[src/rtl/hazard_mul_scheduler.sv]
// RAW-hazard bubble insertion and shift-add multiplier sequencing
// for the 5-stage core, all on the single CLK domain.
//
// Ports:
//   CLK, RST          clock, asynchronous active-high reset
//   id_*              decode-stage instruction (sources, use flags, MUL)
//   ex_/mem_/wb_we,rd in-flight register-file writers
//   stall_if          hold PC and IF/ID
//   bubble_ex         load NOP into ID/EX
//   hold_ex           hold ID/EX contents
//   bubble_mem        load NOP into EX/MEM
//   mul_start         one-cycle multiplier start pulse
//   mul_busy          multiply in progress
//   stall_cycles      saturating count of stall_if cycles
module hazard_mul_scheduler #(
    parameter int MUL_CYCLES = 34,
    parameter int REG_AW     = 5,
    parameter int CNT_W      = 16
) (
    input  logic              CLK,
    input  logic              RST,
    input  logic              id_valid,
    input  logic [REG_AW-1:0] id_rs,
    input  logic [REG_AW-1:0] id_rt,
    input  logic              id_uses_rs,
    input  logic              id_uses_rt,
    input  logic              id_is_mul,
    input  logic              ex_we,
    input  logic [REG_AW-1:0] ex_rd,
    input  logic              mem_we,
    input  logic [REG_AW-1:0] mem_rd,
    input  logic              wb_we,
    input  logic [REG_AW-1:0] wb_rd,
    output logic              stall_if,
    output logic              bubble_ex,
    output logic              hold_ex,
    output logic              bubble_mem,
    output logic              mul_start,
    output logic              mul_busy,
    output logic [CNT_W-1:0]  stall_cycles
);

    localparam int CW = (MUL_CYCLES > 1) ? $clog2(MUL_CYCLES) : 1;
    localparam logic [CW-1:0] CNT_INIT = CW'(MUL_CYCLES - 1);

    typedef enum logic {
        IDLE,
        MUL_RUN
    } state_t;

    state_t        state;
    logic [CW-1:0] cnt;
    logic          first_q;

    logic rs_hit;
    logic rt_hit;
    logic haz;
    logic last;
    logic issue;

    // A WB match still stalls: the regfile write and the decode read
    // in the same cycle are not ordered. Register 0 never hazards.
    assign rs_hit = id_uses_rs & (id_rs != '0) &
                    ((ex_we  & (ex_rd  == id_rs)) |
                     (mem_we & (mem_rd == id_rs)) |
                     (wb_we  & (wb_rd  == id_rs)));

    assign rt_hit = id_uses_rt & (id_rt != '0) &
                    ((ex_we  & (ex_rd  == id_rt)) |
                     (mem_we & (mem_rd == id_rt)) |
                     (wb_we  & (wb_rd  == id_rt)));

    assign haz = id_valid & (rs_hit | rt_hit);

    // Release cycle: the product is latched into EX/MEM at this edge.
    assign last = (state == MUL_RUN) && (cnt == '0);

    // Hazard wins over MUL, so a dependent MUL waits in decode.
    assign issue = (state == IDLE) & ~haz & id_valid & id_is_mul;

    always_comb begin
        stall_if   = 1'b0;
        bubble_ex  = 1'b0;
        hold_ex    = 1'b0;
        bubble_mem = 1'b0;
        mul_start  = 1'b0;
        mul_busy   = 1'b0;
        if (!RST) begin
            if (state == MUL_RUN) begin
                mul_busy   = 1'b1;
                mul_start  = first_q;
                stall_if   = ~last;
                hold_ex    = ~last;
                bubble_mem = ~last;
            end else if (haz) begin
                stall_if  = 1'b1;
                bubble_ex = 1'b1;
            end
        end
    end

    always_ff @(posedge CLK or posedge RST) begin
        if (RST) begin
            state        <= IDLE;
            cnt          <= '0;
            first_q      <= 1'b0;
            stall_cycles <= '0;
        end else begin
            if (stall_if && (stall_cycles != '1))
                stall_cycles <= stall_cycles + CNT_W'(1);
            first_q <= 1'b0;
            unique case (state)
                IDLE: begin
                    if (issue) begin
                        state   <= MUL_RUN;
                        cnt     <= CNT_INIT;
                        first_q <= 1'b1;
                    end
                end
                MUL_RUN: begin
                    if (cnt == '0)
                        state <= IDLE;
                    else
                        cnt <= cnt - CW'(1);
                end
            endcase
        end
    end

endmodule

[config.mk]
export PLATFORM = sky130hd
export DESIGN_NAME = hazard_mul_scheduler
export DESIGN_NICKNAME = d
export VERILOG_FILES = /design/src/rtl/hazard_mul_scheduler.sv
export SDC_FILE = /design/constraint.sdc
export NUM_CORES = 1
export LEC_CHECK = 0
export ABC_AREA = 1
export BUFFER_PORTS_ARGS = -buffer_cell sky130_fd_sc_hd__buf_2
export CORE_MARGIN = 2
export CORE_UTILIZATION = 48
export DETAILED_ROUTE_END_ITERATION = 8
export PLACE_DENSITY = 0.77
export SETUP_SLACK_MARGIN = 0.2
export SYNTH_ARGS = -nofsm -noshare
export SYNTH_HDL_FRONTEND = slang
export SYNTH_SLANG_ARGS = --single-unit
export TNS_END_PERCENT = 30
[constraint.sdc]
create_clock -name CLK -period 1.5 [get_ports CLK]
set_input_delay 0 -clock CLK [delete_from_list [all_inputs] [get_ports CLK]]
set_output_delay 0 -clock CLK [all_outputs]
set_load 0.005 [all_outputs]
# [Word-level counts from Yosys, hierarchy flattened]
# Cells that the tools add are included.
[totals] regBits=24 out_inout_bits=22
[op_classes] add_sub_neg=2 eq_ne=9 n_mux=18 n_bitwise=22 n_reduce_logical=6
[op_table] op="== test 5 bit" count=6
[op_table] op="adder 16 x 1 -> 16 bit (second input constant)" count=1
[op_table] op="inequality test 16 bit (second input constant)" count=1
[op_table] op="AND 1 bit" count=14
[op_table] op="2-to-1 mux 1 bit" count=14
[op_table] op="2-to-1 mux 6 bit" count=2
[op_table] op="one-hot mux 6 bit (2 select lines)" count=1
[op_table] op="nonzero test 5 bit" count=2
[op_table] op="logical NOT 6 bit" count=1
[op_table] op="subtractor 6 x 1 -> 6 bit (second input constant)" count=1
[op_table] op="bitwise OR 1 bit" count=5
[op_table] op="inequality test 2 bit (second input constant)" count=2
[op_table] op="inverter 1 bit" count=3
[op_table] op="logical AND 1 bit" count=2
[op_table] op="one-hot mux 1 bit (2 select lines)" count=1
[op_table] op="AND reduction 2 bit" count=1

# [Longest topological paths before layout]
# Gate-level depths: netlist of the first run.
[logic_depth] depth_word=13 ltp_mapped=14 ltp_nobuf=13

# [Worst setup path before layout of the first run]
# Ideal clock, no wire load.
[synth_path] kind="register to register" startpoint="register stall_cycles[0]" endpoint="register stall_cycles[5]" setup_time_ps=117 arrival_time_ps=1485 required_ps=1383 path_slack_ps=-102 stages_incl_launch_ff=9 path_buffers=1 synth_period_minus_slack_ps=1602 path_cell_list="dfrtp_1 -> ha_1 -> nand3_1 -> nand3b_4 -> nor2_4 -> nand4_4 -> buf_2 -> nand3_1 -> nand2_1"
[synth_between] elab_chain_len=2
[synth_rtl] item="from (decl)" line="40" text="output logic [CNT_W-1:0] stall_cycles"
[synth_rtl] item="from (signal assigned)" line="110" text="stall_cycles <= stall_cycles + CNT_W'(1);"
[synth_rtl] item="parallel branches: the longest is 2 deep, another holds adder 16 x 1 -> 16 bit"
# Several ways; the timed one is not identified.
# A chain may end at the register's enable or synchronous reset.

# [Final worst setup path of the first run]
[layout_path] startpoint="register stall_cycles[15]" endpoint="register stall_cycles[3]"
[layout_between] elab_chain_len=2
[layout_rtl] item="inequality test 16 bit" line="109" text="if (stall_if && (stall_cycles != '1))"
[layout_rtl] item="logical AND 1 bit" line="109"
# Every way passes these cells.

==> results of run 1 <==
-- placed cells by master, fill, tap and decap left out, drive strengths merged --
cell / Yosys / layout
nor2: 39 / 39
xor2: 11 / 11
bufinv: 0 / 1
o21ai: 6 / 6
dlygate4sd3: 0 / 1
clkbuf: 0 / 3
ha: 2 / 2
nor3: 5 / 5
nand4: 3 / 3
and3: 1 / 1
nand3b: 1 / 1
inv: 50 / 50
or2: 1 / 1
dfrtp: 24 / 24
nand2: 145 / 145
xnor2: 4 / 4
buf: 4 / 95
nand3: 34 / 34
nor4: 3 / 3
-- critical path: stages, from the launching register on --
cell and delay [ps]:
dfrtp_1 380, inv_1 70, nor3_1 440, nand4_4 240, buf_6 210, nand3_2 60
nand2_1 50
-- cell families after synthesis --
kind of cell             after synthesis
AND/OR/NAND/NOR                      232
flip-flops                            24
adder cells (fa/ha/maj)                2
buffers and inverters                 54
XOR/XNOR                              15
AO/OA/AOI/OAI                          6
-- per-stage QoR --
stage	setup TNS [ps]	hold slack, ps	setup WS, ps	power (W)	utilization
final	-774.0	249.7	-68.11	0.003520	0.7363
after global routing	-2511	281.8	-165.9	0.003760	0.7363
after CTS	-800.3	240.1	-68.31	0.003299	0.7168
after detailed placement	-1929	97.02	-136.6	0.002289	0.6370
after global placement	-712.1	90.61	-48.33	0.002229	0.6370
after floorplan	-696.6	14.62	-60.56	0.001779	-
-- where the power goes --
part           leakage, nW  total [W]  switching [W]  internal (W)
registers            0.314    0.00101       0.000196      0.000815
logic                 1.40    0.00192       0.000998      0.000922
clock network       0.0357   0.000589       0.000232      0.000357
-- what timing repair did --
action | in CTS | in global routing
endpoints found under the hold margin | 24 | 0
gates cloned | 0 | 0
pin swaps | 38 | 16
gates resized for setup | 43 | 19
hold buffers | 1 | 0
setup buffers | 9 | 1
setup endpoints to repair | 26 | 27
-- worst max-delay path by stage --
stage                            startpoint                           end
2_1_floorplan   stall_cycles[0]$_DFFE_PP0P_   stall_cycles[5]$_DFFE_PP0P_
3_3_place_gp             cnt[0]$_DFFE_PP0P_   stall_cycles[8]$_DFFE_PP0P_
3_5_place_dp             cnt[0]$_DFFE_PP0P_   stall_cycles[0]$_DFFE_PP0P_
4_1_cts         stall_cycles[0]$_DFFE_PP0P_   stall_cycles[3]$_DFFE_PP0P_
5_1_grt         stall_cycles[0]$_DFFE_PP0P_  stall_cycles[14]$_DFFE_PP0P_
6_report       stall_cycles[15]$_DFFE_PP0P_   stall_cycles[3]$_DFFE_PP0P_
-- state kept, by name, indices dropped and copies added, names as in the netlist --
name          cells
stall_cycles     16
first_q           1
state             1
cnt               6
-- area by class of cell --
| type | count | area, um^2 | share of cell area |
|---|---|---|---|
| Clock buffer | 3 | 41.29 | 0.01392 |
| Clock inverter | 1 | 30.03 | 0.01012 |
| Inverter | 50 | 187.7 | 0.06326 |
| Multi-Input combinational cell | 255 | 1411 | 0.4757 |
| Sequential cell | 24 | 600.6 | 0.2024 |
| Tap cell | 50 | 62.56 | 0.02109 |
| Timing Repair Buffer | 96 | 633.1 | 0.2134 |
-- routing by layer --
layer  wire, um  share of wire
met1       2518           0.42
met2       3080           0.52
met5          0              0
met4         68          0.011
met3        302          0.051
==> key figures, run 1 <==
Synth
  – Warnings from Yosys: 0
  – Post-synthesis cell type count: 26
  – Complex-gate fraction of the synthesized area: 0.01479
  – Commonest cells in the netlist: 140 x nand2_1, 40 x inv_1, 38 x nor2_1, 34 x nand3_1, 24 x dfrtp_1
  – Area share of and/or/nand/nor cells after synthesis: 0.5028
  – Synth async-reset ratio: 1.000
  – Synth top area share: 0.2957
  – Synth top area cells: dfrtp_1 30%, nand2_1 26%, nand3_1 8.4%, inv_1 7.4%, nor2_1 7.0%
  – Most instantiated library cell after synthesis: nand2_1
  – Mux share of post-synthesis cell area: 0
  – Mapped cell area: 0.002031 mm^2
  – Post-synthesis xor/xnor area fraction: 0.06470
  – Synthesized Nets: 369
  – Synth Flop Type: dfrtp_1
  – Flop and latch count out of synthesis: 24
  – EDFF count, synth: 0
  – Syn avg cell area: 6.098 um^2
  – Leading area contributor after synthesis: dfrtp_1
  – Combinational family with the most area after synthesis: simple AND/OR/NAND/NOR gates
  – Adder-Cell Fraction of Synth Area: 0.01232
  – Sequential fraction of the synthesis area: 0.2957
  – Post-Syn Instances: 333

Min path
  – HP Start: id_is_mul
  – Hold Path End: first_q$_DFF_PP0_
  – Hold depth: 4
  – Hold Crit Class: input port to flop

STA
  – Tmin final: 1568 ps
  – PnR worst setup slack: -68.11 ps
  – Worst Max-Slew Pin Slew: 487.4 ps
  – Fin. max-slew vios: 0
  – Setup-failing EPs final: 21
  – RSZ-0062 raised after global routing: true
  – Max Fclk: 637.7 MHz
  – Layout Skew: 13.62 ps
  – Final hold vios: 0
  – Period utilisation layout: 1.045
  – Rel. slew slack: 0.6726

Route
  – 1st-iter DRT viols: 145
  – WL final: 5970 um
  – Routed Antenna Nets: 0
  – DR vias: 2,375
  – DRT Pass-1 Iters: 4
  – Vias per cell: 4.958
  – WL/cell: 12.46 um
  – Residual DRC count: 0

GRT
  – First-pass GRT wire length: 9970 um
  – Largest net degree at the start of global routing: 25
  – Layer with the highest usage: met2
  – Grt ovf: 0
  – GRT Total Usage: 0.2506
  – Met1 usage: 0.3269
  – Met3 usage: 0.03216
  – Vias in the first global route: 2,280
  – Met2 Usage GRT: 0.4295
  – Initial antenna violation count: 0

Status
  – Violated checks: negative setup slack
  – Outcome: complete, but fails checks

Clocking
  – H-tree Lvls: 1
  – CTS Buf Count: 3
  – Skew-Pair Late Insertion Delay: 280 ps
  – CTS root buf: clkbuf_8
  – Clk pin slew, worst setup/hold paths: 100 ps
  – Clock Path Buffers: 2
  – Clock sink count: 24
  – CTS tree: built

Floorplan
  – Core area: 0.004029 mm^2
  – Die Y: 69.05 um
  – Initial core utilization: 0.5040
  – Die width: 69.05 um
  – FP Rows: 23
  – Top Ports: 56
  – Die Footprint: 0.004767 mm^2

Power and ir drop
  – PwrDens: 1187 mW/mm^2
  – Static Leakage: 1.753 nW
  – Worst IR Drop VDD: 1037 uV

Layout
  – Share of cells above drive strength 1: 0.3776
  – Final Instance Count excl. Fillers: 479
  – Fin nets: 466
  – Ant. Diodes: 0
  – Area growth syn-to-layout: 46.09%
  – # fillers: 331
  – Post-layout instance area: 0.002967 mm^2

Placed design
  – Detailed placer's ending HPWL: 4042 um
  – Placed instance area: 0.002566 mm^2
  – I/O Buffers: 55
  – Inst Count DP: 464
  – RD Place Congestion: 0.8967

Critical path
  – R2R Path Start: stall_cycles[15]$_DFFE_PP0P_
  – Crit. End Element: flop
  – Reg2reg path depth: 6
  – Worst R2R End: stall_cycles[3]$_DFFE_PP0P_
  – Crit Path Class: flop to flop
  – CP required: 1660 ps
  – R2r setup slk: -70 ps
  – Largest fanout on the critical path: 7
  – Worst setup SP type: flop
  – WP data arrival: 1730 ps

Run
  – Max_cap viols: 0
(Power assumes the default switching activity.)
==> run 2: changes to the inputs <==
Settings changed: ABC_AREA 1 to not set, CORE_UTILIZATION 48 to 46, CTS_BUF_LIST set to sky130_fd_sc_hd__clkbuf_4 sky130_fd_sc_hd__clkbuf_8, PLACE_DENSITY 0.77 to 0.78.
==> run 2 against run 1 <==
Effect of this change: the flow still finishes with violations (negative setup slack); clock-buffer cell count is 1 higher; final cell count is 37% lower; register-to-register slack worse by 170 ps; utilization is 0.89 points higher; synthesized cell count is 54% lower; die area is 19% lower; critical path depth is 1 higher; sequential power is 7% lower; worst setup slack worse by 170 ps; critical endpoint is now stall_cycles[4]$_DFFE_PP0P_; largest cell class unchanged; largest power group unchanged.
==> key figures, run 2 <==
Critical path
  – Worst setup path start: stall_cycles[6]$_DFFE_PP0P_
  – Crit. End Element: flop
  – R2r setup slk: -240 ps
  – Largest fanout on the critical path: 6
  – Reg2reg path depth: 7
  – WP data arrival: 1960 ps
  – R2R Path Start: stall_cycles[6]$_DFFE_PP0P_
  – Worst setup SP type: flop
  – Worst R2R End: stall_cycles[4]$_DFFE_PP0P_
  – CP required: 1730 ps
  – Crit Path Class: flop to flop
  – Worst setup path endpoint: stall_cycles[4]$_DFFE_PP0P_

Clocking
  – Clock Path Buffers: 2
  – Clk pin slew, worst setup/hold paths: 130 ps
  – CTS tree: built
  – Clock sink count: 24
  – Skew-Pair Late Insertion Delay: 320 ps
  – CTS root buf: clkbuf_4
  – CTS Buf Count: 3
  – H-tree Lvls: 1

Layout
  – Reg with most FFs: stall_cycles
  – Fin nets: 295
  – Ant. Diodes: 0
  – Final Instance Count excl. Fillers: 304
  – Commonest non-fill, non-tap cell in the layout: buf_2
  – # fillers: 228
  – Commonest cells after routing, fill and taps aside: 54 x buf_2, 45 x buf_4, 29 x xor2_1
  – Footprint of the multi-input gates: 0.001062 mm^2
  – Biggest registers after layout: stall_cycles: 16 flops, cnt: 6 flops
  – Area growth syn-to-layout: 57.89%
  – Register area: 600.6 um^2
  – Layout Utilization: 0.7453
  – Max reg flops: 16
  – Share of cells above drive strength 1: 0.5659

Floorplan
  – Initial core utilization: 0.4720
  – Die width: 62.29 um
  – Die Footprint: 0.003879 mm^2
  – FP Rows: 21
  – Die Y: 62.29 um
  – Top Ports: 56
  – Core area: 0.003311 mm^2

Status
  – Outcome: complete, but fails checks
  – Violated checks: negative setup slack

STA
  – PnR worst setup slack: -236.2 ps
  – Layout Skew: 7.880 ps
  – RSZ-0062 raised after global routing: true
  – Rel. slew slack: 0.7966
  – Worst Max-Slew Pin Slew: 305.1 ps
  – Max Fclk: 576.0 MHz
  – Setup-failing EPs final: 18
  – Period utilisation layout: 1.157
  – Tmin final: 1736 ps
  – Final hold vios: 0
  – Fin. max-slew vios: 0

Power and ir drop
  – PwrDens: 1151 mW/mm^2
  – Sw Pwr: 0.001004 W
  – Clock power share: 0.121
  – Final Power: 0.002839 W
  – Gate power share: 0.547
  – Register share of total power: 0.333
  – P_int: 0.001835 W
  – Net Sw Frac: 0.3538
  – Worst IR Drop VDD: 1229 uV
  – Static Leakage: 1.225 nW

Synth
  – Post-synthesis cell type count: 31
  – Flop and latch count out of synthesis: 24
  – Synth top area share: 0.3843
  – Post-Syn Instances: 153
  – Synth Flop Type: dfrtp_1
  – Syn avg cell area: 10.21 um^2
  – Warnings from Yosys: 0
  – Synth top area cells: dfrtp_1 38%, xor2_1 16%, xnor2_1 10%, nand3_1 3.8%, mux2_2 2.9%
  – Sequential fraction of the synthesis area: 0.3843
  – Synth async-reset ratio: 1.000
  – EDFF count, synth: 0
  – Leading area contributor after synthesis: dfrtp_1
  – Most instantiated library cell after synthesis: xor2_1
  – Mapped cell area: 0.001563 mm^2
  – Synthesized Nets: 189
  – Commonest cells in the netlist: 29 x xor2_1, 24 x dfrtp_1, 18 x xnor2_1, 12 x nand3_1, 7 x nand2_1

Route
  – Residual DRC count: 0
  – Routed Antenna Nets: 0
  – WL final: 4348 um
  – WL/cell: 14.30 um
  – 1st-iter DRT viols: 41
  – Vias per cell: 5.049
  – DR vias: 1,535
  – DRT Pass-1 Iters: 4

Placed design
  – I/O Buffers: 55
  – Inst Count DP: 296
  – Detailed placer's ending HPWL: 3205 um
  – RD Place Congestion: 0.9131

Run
  – Max_cap viols: 0

GRT
  – Largest net degree at the start of global routing: 25
  – Grt ovf: 0
  – First-pass GRT wire length: 7314 um
  – Vias in the first global route: 1,655
  – GRT Total Usage: 0.2356
  – Initial antenna violation count: 0

Min path
  – Hold Crit Class: input port to flop
-- run 2: cell count changes in the layout (fill, tap and decap cells not counted), sizes merged, moves of 8 or more --
cell and delta:
xor2 +18, inv -45, xnor2 +14, nand3 -22
and3 +8, nor2 -33, nand2 -138, buf +9
-- run 2: metrics by stage --
stage          hold WS (ps)  TNS [ps]  instance area (um^2)  setup slack, ps
6_report              111.5     -2511                  2467           -236.2
5_1_grt               128.7     -3791                  2467           -319.9
4_1_cts               107.6     -2311                  2432           -228.9
3_5_place_dp          105.8     -7764                  2252           -453.6
3_3_place_gp          96.29     -6993                  2252           -420.6
2_1_floorplan         23.04     -2843                  1578           -233.6
-- run 2: how the worst min path moves through the flow --
stage	endpoint	slack, ps	cells after the start	start
after global routing	state$_DFF_PP0_	130	3	id_is_mul
after global placement	state$_DFF_PP0_	100	3	RST
after CTS	state$_DFF_PP0_	110	3	id_is_mul
final	state$_DFF_PP0_	110	3	id_is_mul
after detailed placement	state$_DFF_PP0_	110	3	RST
after floorplan	cnt[0]$_DFFE_PP0P_	20	1	RST
-- run 2: repair_timing --
item                       4_1_cts  5_1_grt
hold endpoints to repair        24        0
setup buffers                    3        0
pin swaps                       20        8
hold buffers                     1        0
setup endpoints to repair       27       30
resized for setup               25        8
-- run 2: critical path, stage by stage (launching register included) --
cell and delay (ps):
dfrtp_1 400, and3_4 180, and3_4 150, and3_4 190, a32oi_4 220, buf_12 150
nand4_1 110, xnor2_1 230
-- run 2: logic make-up (layout without fill, tap and decap cells) --
group / count (synthesis) / after routing / share of synthesized area
compound gates: 7 / 7 / 0.04324
xor+xnor: 47 / 47 / 0.2634
fa+ha+maj: 2 / 2 / 0.01601
buf+inv: 9 / 114 / 0.03043
flops: 24 / 24 / 0.3843
mux: 4 / 4 / 0.02882
simple gates: 60 / 60 / 0.2338
-- run 2: per-layer routing --
| layer | routed length (um) | track usage | up-vias |
|---|---|---|---|
| met5 | 0 | 0 | - |
| met2 | 2292 | 0.4293 | 34 |
| met3 | 134 | 0.04348 | 10 |
| li1 | - | - | 740 |
| met4 | 89 | 0.09167 | 0 |
| met1 | 1832 | 0.2735 | 751 |
-- run 2: layout make-up --
type / instances / share of cell area
inverter: 5 / 0.007606
timing repair buffer: 105 / 0.2804
multi-input combinational: 120 / 0.4305
clock buffer: 4 / 0.01471
tap: 46 / 0.02333
sequential: 24 / 0.2434
-- run 2: power by group through the flow --
stage          clock [W]  combinational (W)  sequential [W]
6_report        0.000343            0.00155        0.000944
5_1_grt         0.000374            0.00168        0.000968
4_1_cts         0.000347            0.00148        0.000940
3_5_place_dp           0            0.00129        0.000951
3_3_place_gp           0            0.00124        0.000938
2_1_floorplan          0           0.000535         0.00101
==> run 3: changes to the inputs <==
Settings changed: CTS_CLUSTER_DIAMETER set to 200, SETUP_SLACK_MARGIN 0.2 to not set.
==> run 3 against run 2 <==
Effect of this change: the run still ends with negative setup slack left; sequential power grew 1%; wire length shrank 7.2%; worst setup slack improved by 49 ps; sequential share of layout area grew 0.70 points; largest power group unchanged; clock-buffer cell count fell by 1; critical path depth unchanged.
==> key figures, run 3 (synthesis gave the netlist of run 2 again) <==
Placed design
  – I/O Buffers: 55
  – RD Place Congestion: 0.8502
  – Inst Count DP: 297
  – Detailed placer's ending HPWL: 3162 um

Clocking
  – CTS tree: built
  – Clock Path Buffers: 2
  – H-tree Lvls: 1
  – CTS Buf Count: 3
  – CTS root buf: clkbuf_4
  – Skew-Pair Late Insertion Delay: 310 ps
  – Clock sink count: 24
  – Clk pin slew, worst setup/hold paths: 120 ps

Layout
  – Share of cells above drive strength 1: 0.5388
  – Reg with most FFs: stall_cycles
  – Ant. Diodes: 0
  – Fin nets: 296
  – Max reg flops: 16
  – Area growth syn-to-layout: 53.48%
  – Final Instance Count excl. Fillers: 304
  – Commonest cells after routing, fill and taps aside: 55 x buf_2, 47 x buf_4, 29 x xor2_1
  – Biggest registers after layout: stall_cycles: 16 flops, cnt: 6 flops
  – Commonest non-fill, non-tap cell in the layout: buf_2

Critical path
  – CP required: 1730 ps
  – R2r setup slk: -190 ps
  – R2R Path Start: stall_cycles[6]$_DFFE_PP0P_
  – Crit. End Element: flop
  – Worst setup path endpoint: stall_cycles[13]$_DFFE_PP0P_
  – WP data arrival: 1920 ps
  – Worst setup SP type: flop
  – Worst setup path start: stall_cycles[6]$_DFFE_PP0P_
  – Worst R2R End: stall_cycles[13]$_DFFE_PP0P_
  – Crit Path Class: flop to flop
  – Largest fanout on the critical path: 8
  – Reg2reg path depth: 7

Power and ir drop
  – Worst IR Drop VDD: 1037 uV
  – Net Sw Frac: 0.3493
  – Sw Pwr: 0.0009420 W
  – Static Leakage: 1.193 nW
  – Clock power share: 0.101
  – Register share of total power: 0.353
  – PwrDens: 1124 mW/mm^2
  – Final Power: 0.002697 W
  – P_int: 0.001755 W
  – Gate power share: 0.546

Status
  – Violated checks: negative setup slack
  – Outcome: complete, but fails checks

STA
  – Period utilisation layout: 1.125
  – Tmin final: 1688 ps
  – Setup-failing EPs final: 17
  – Rel. slew slack: 0.7922
  – Worst Max-Slew Pin Slew: 311.7 ps
  – Max Fclk: 592.6 MHz
  – Layout Skew: 5.075 ps
  – Final hold vios: 0
  – RSZ-0062 raised after global routing: true
  – Fin. max-slew vios: 0
  – PnR worst setup slack: -187.6 ps

Floorplan
  – Die Y: 62.29 um
  – Core area: 0.003311 mm^2
  – FP Rows: 21
  – Die width: 62.29 um
  – Top Ports: 56
  – Die Footprint: 0.003879 mm^2
  – Initial core utilization: 0.4720

Route
  – WL/cell: 13.27 um
  – WL final: 4033 um
  – DRT Pass-1 Iters: 4
  – 1st-iter DRT viols: 56
  – Routed Antenna Nets: 0
  – Residual DRC count: 0
  – DR vias: 1,519
  – Vias per cell: 4.997

GRT
  – GRT Total Usage: 0.2169
  – Largest net degree at the start of global routing: 25
  – Vias in the first global route: 1,545
  – Grt ovf: 0
  – First-pass GRT wire length: 6906 um
  – Initial antenna violation count: 0

Min path
  – Hold Crit Class: input port to flop
  – HP Start: id_is_mul

Run
  – Max_cap viols: 0
==> run 3: cell count changes in the layout (fill, tap and decap cells not counted), moves of 2 or more <==
cell | before | now
xnor2_2 | 3 | 1
nand3_1 | 8 | 11
and3_4 | 4 | 6
xnor2_1 | 15 | 17
buf_4 | 45 | 47
nand3_2 | 2 | 0
==> run 3: layout make-up <==
class                      count  area [um^2]
inverter                       5        18.77
tap                           46        57.56
fill                         247        912.1
multi-input combinational    120         1018
clock buffer                   3        22.52
timing repair buffer         106        680.7
sequential                    24        600.6
==> run 3: what timing repair did <==
| item | 4_1_cts | 5_1_grt |
|---|---|---|
| gates resized for setup | 15 | 10 |
| endpoints found under the setup margin | 22 | 24 |
| setup buffers | 2 | 1 |
| pin swaps | 11 | 3 |
| endpoints found under the hold margin | 24 | 0 |
| hold buffers | 1 | 0 |
==> run 3: how the worst min path moves through the flow <==
stage                         endpoint  depth (start not counted)
floorplan           cnt[0]$_DFFE_PP0P_                          1
global placement       state$_DFF_PP0_                          3
detailed placement     state$_DFF_PP0_                          3
CTS                    state$_DFF_PP0_                          3
global route           state$_DFF_PP0_                          3
finish                 state$_DFF_PP0_                          3
==> run 3: stage by stage <==
step	setup WS (ps)	util	hold WS (ps)	area, um^2	TNS (ps)
floorplan	-233.6	-	23.04	1578	-2843
global placement	-421.2	0.6788	96.33	2247	-6926
detailed placement	-493.8	0.6788	103.2	2247	-8114
CTS	-192.0	0.7090	114.4	2347	-2128
global route	-281.8	0.7245	128.3	2399	-3617
finish	-187.6	0.7245	135.2	2399	-1993
==> run 3: per-layer routing <==
metal,part of all wire,global-route usage,up-vias
met2,0.52,0.3872,38
li1,-,-,746
met4,0.0094,0.03611,0
met5,0,0,-
met1,0.43,0.2790,731
met3,0.040,0.03986,4
==> run 3: critical path, cell delays in order (launching register included) <==
cell and delay (ps):
dfrtp_1 400, and3_4 180, and3_4 150, and3_4 190, a32oi_4 220, buf_6 160
and3_4 180, xor2_1 140
==> run 3: power by group through the flow <==
stage / combinational, W / sequential (W) / clock, W
after floorplan: 0.000535 / 0.00101 / 0
after global placement: 0.00125 / 0.000938 / 0
after detailed placement: 0.00128 / 0.000948 / 0
after CTS: 0.00138 / 0.000940 / 0.000283
after global routing: 0.00162 / 0.000980 / 0.000305
final: 0.00147 / 0.000953 / 0.000272
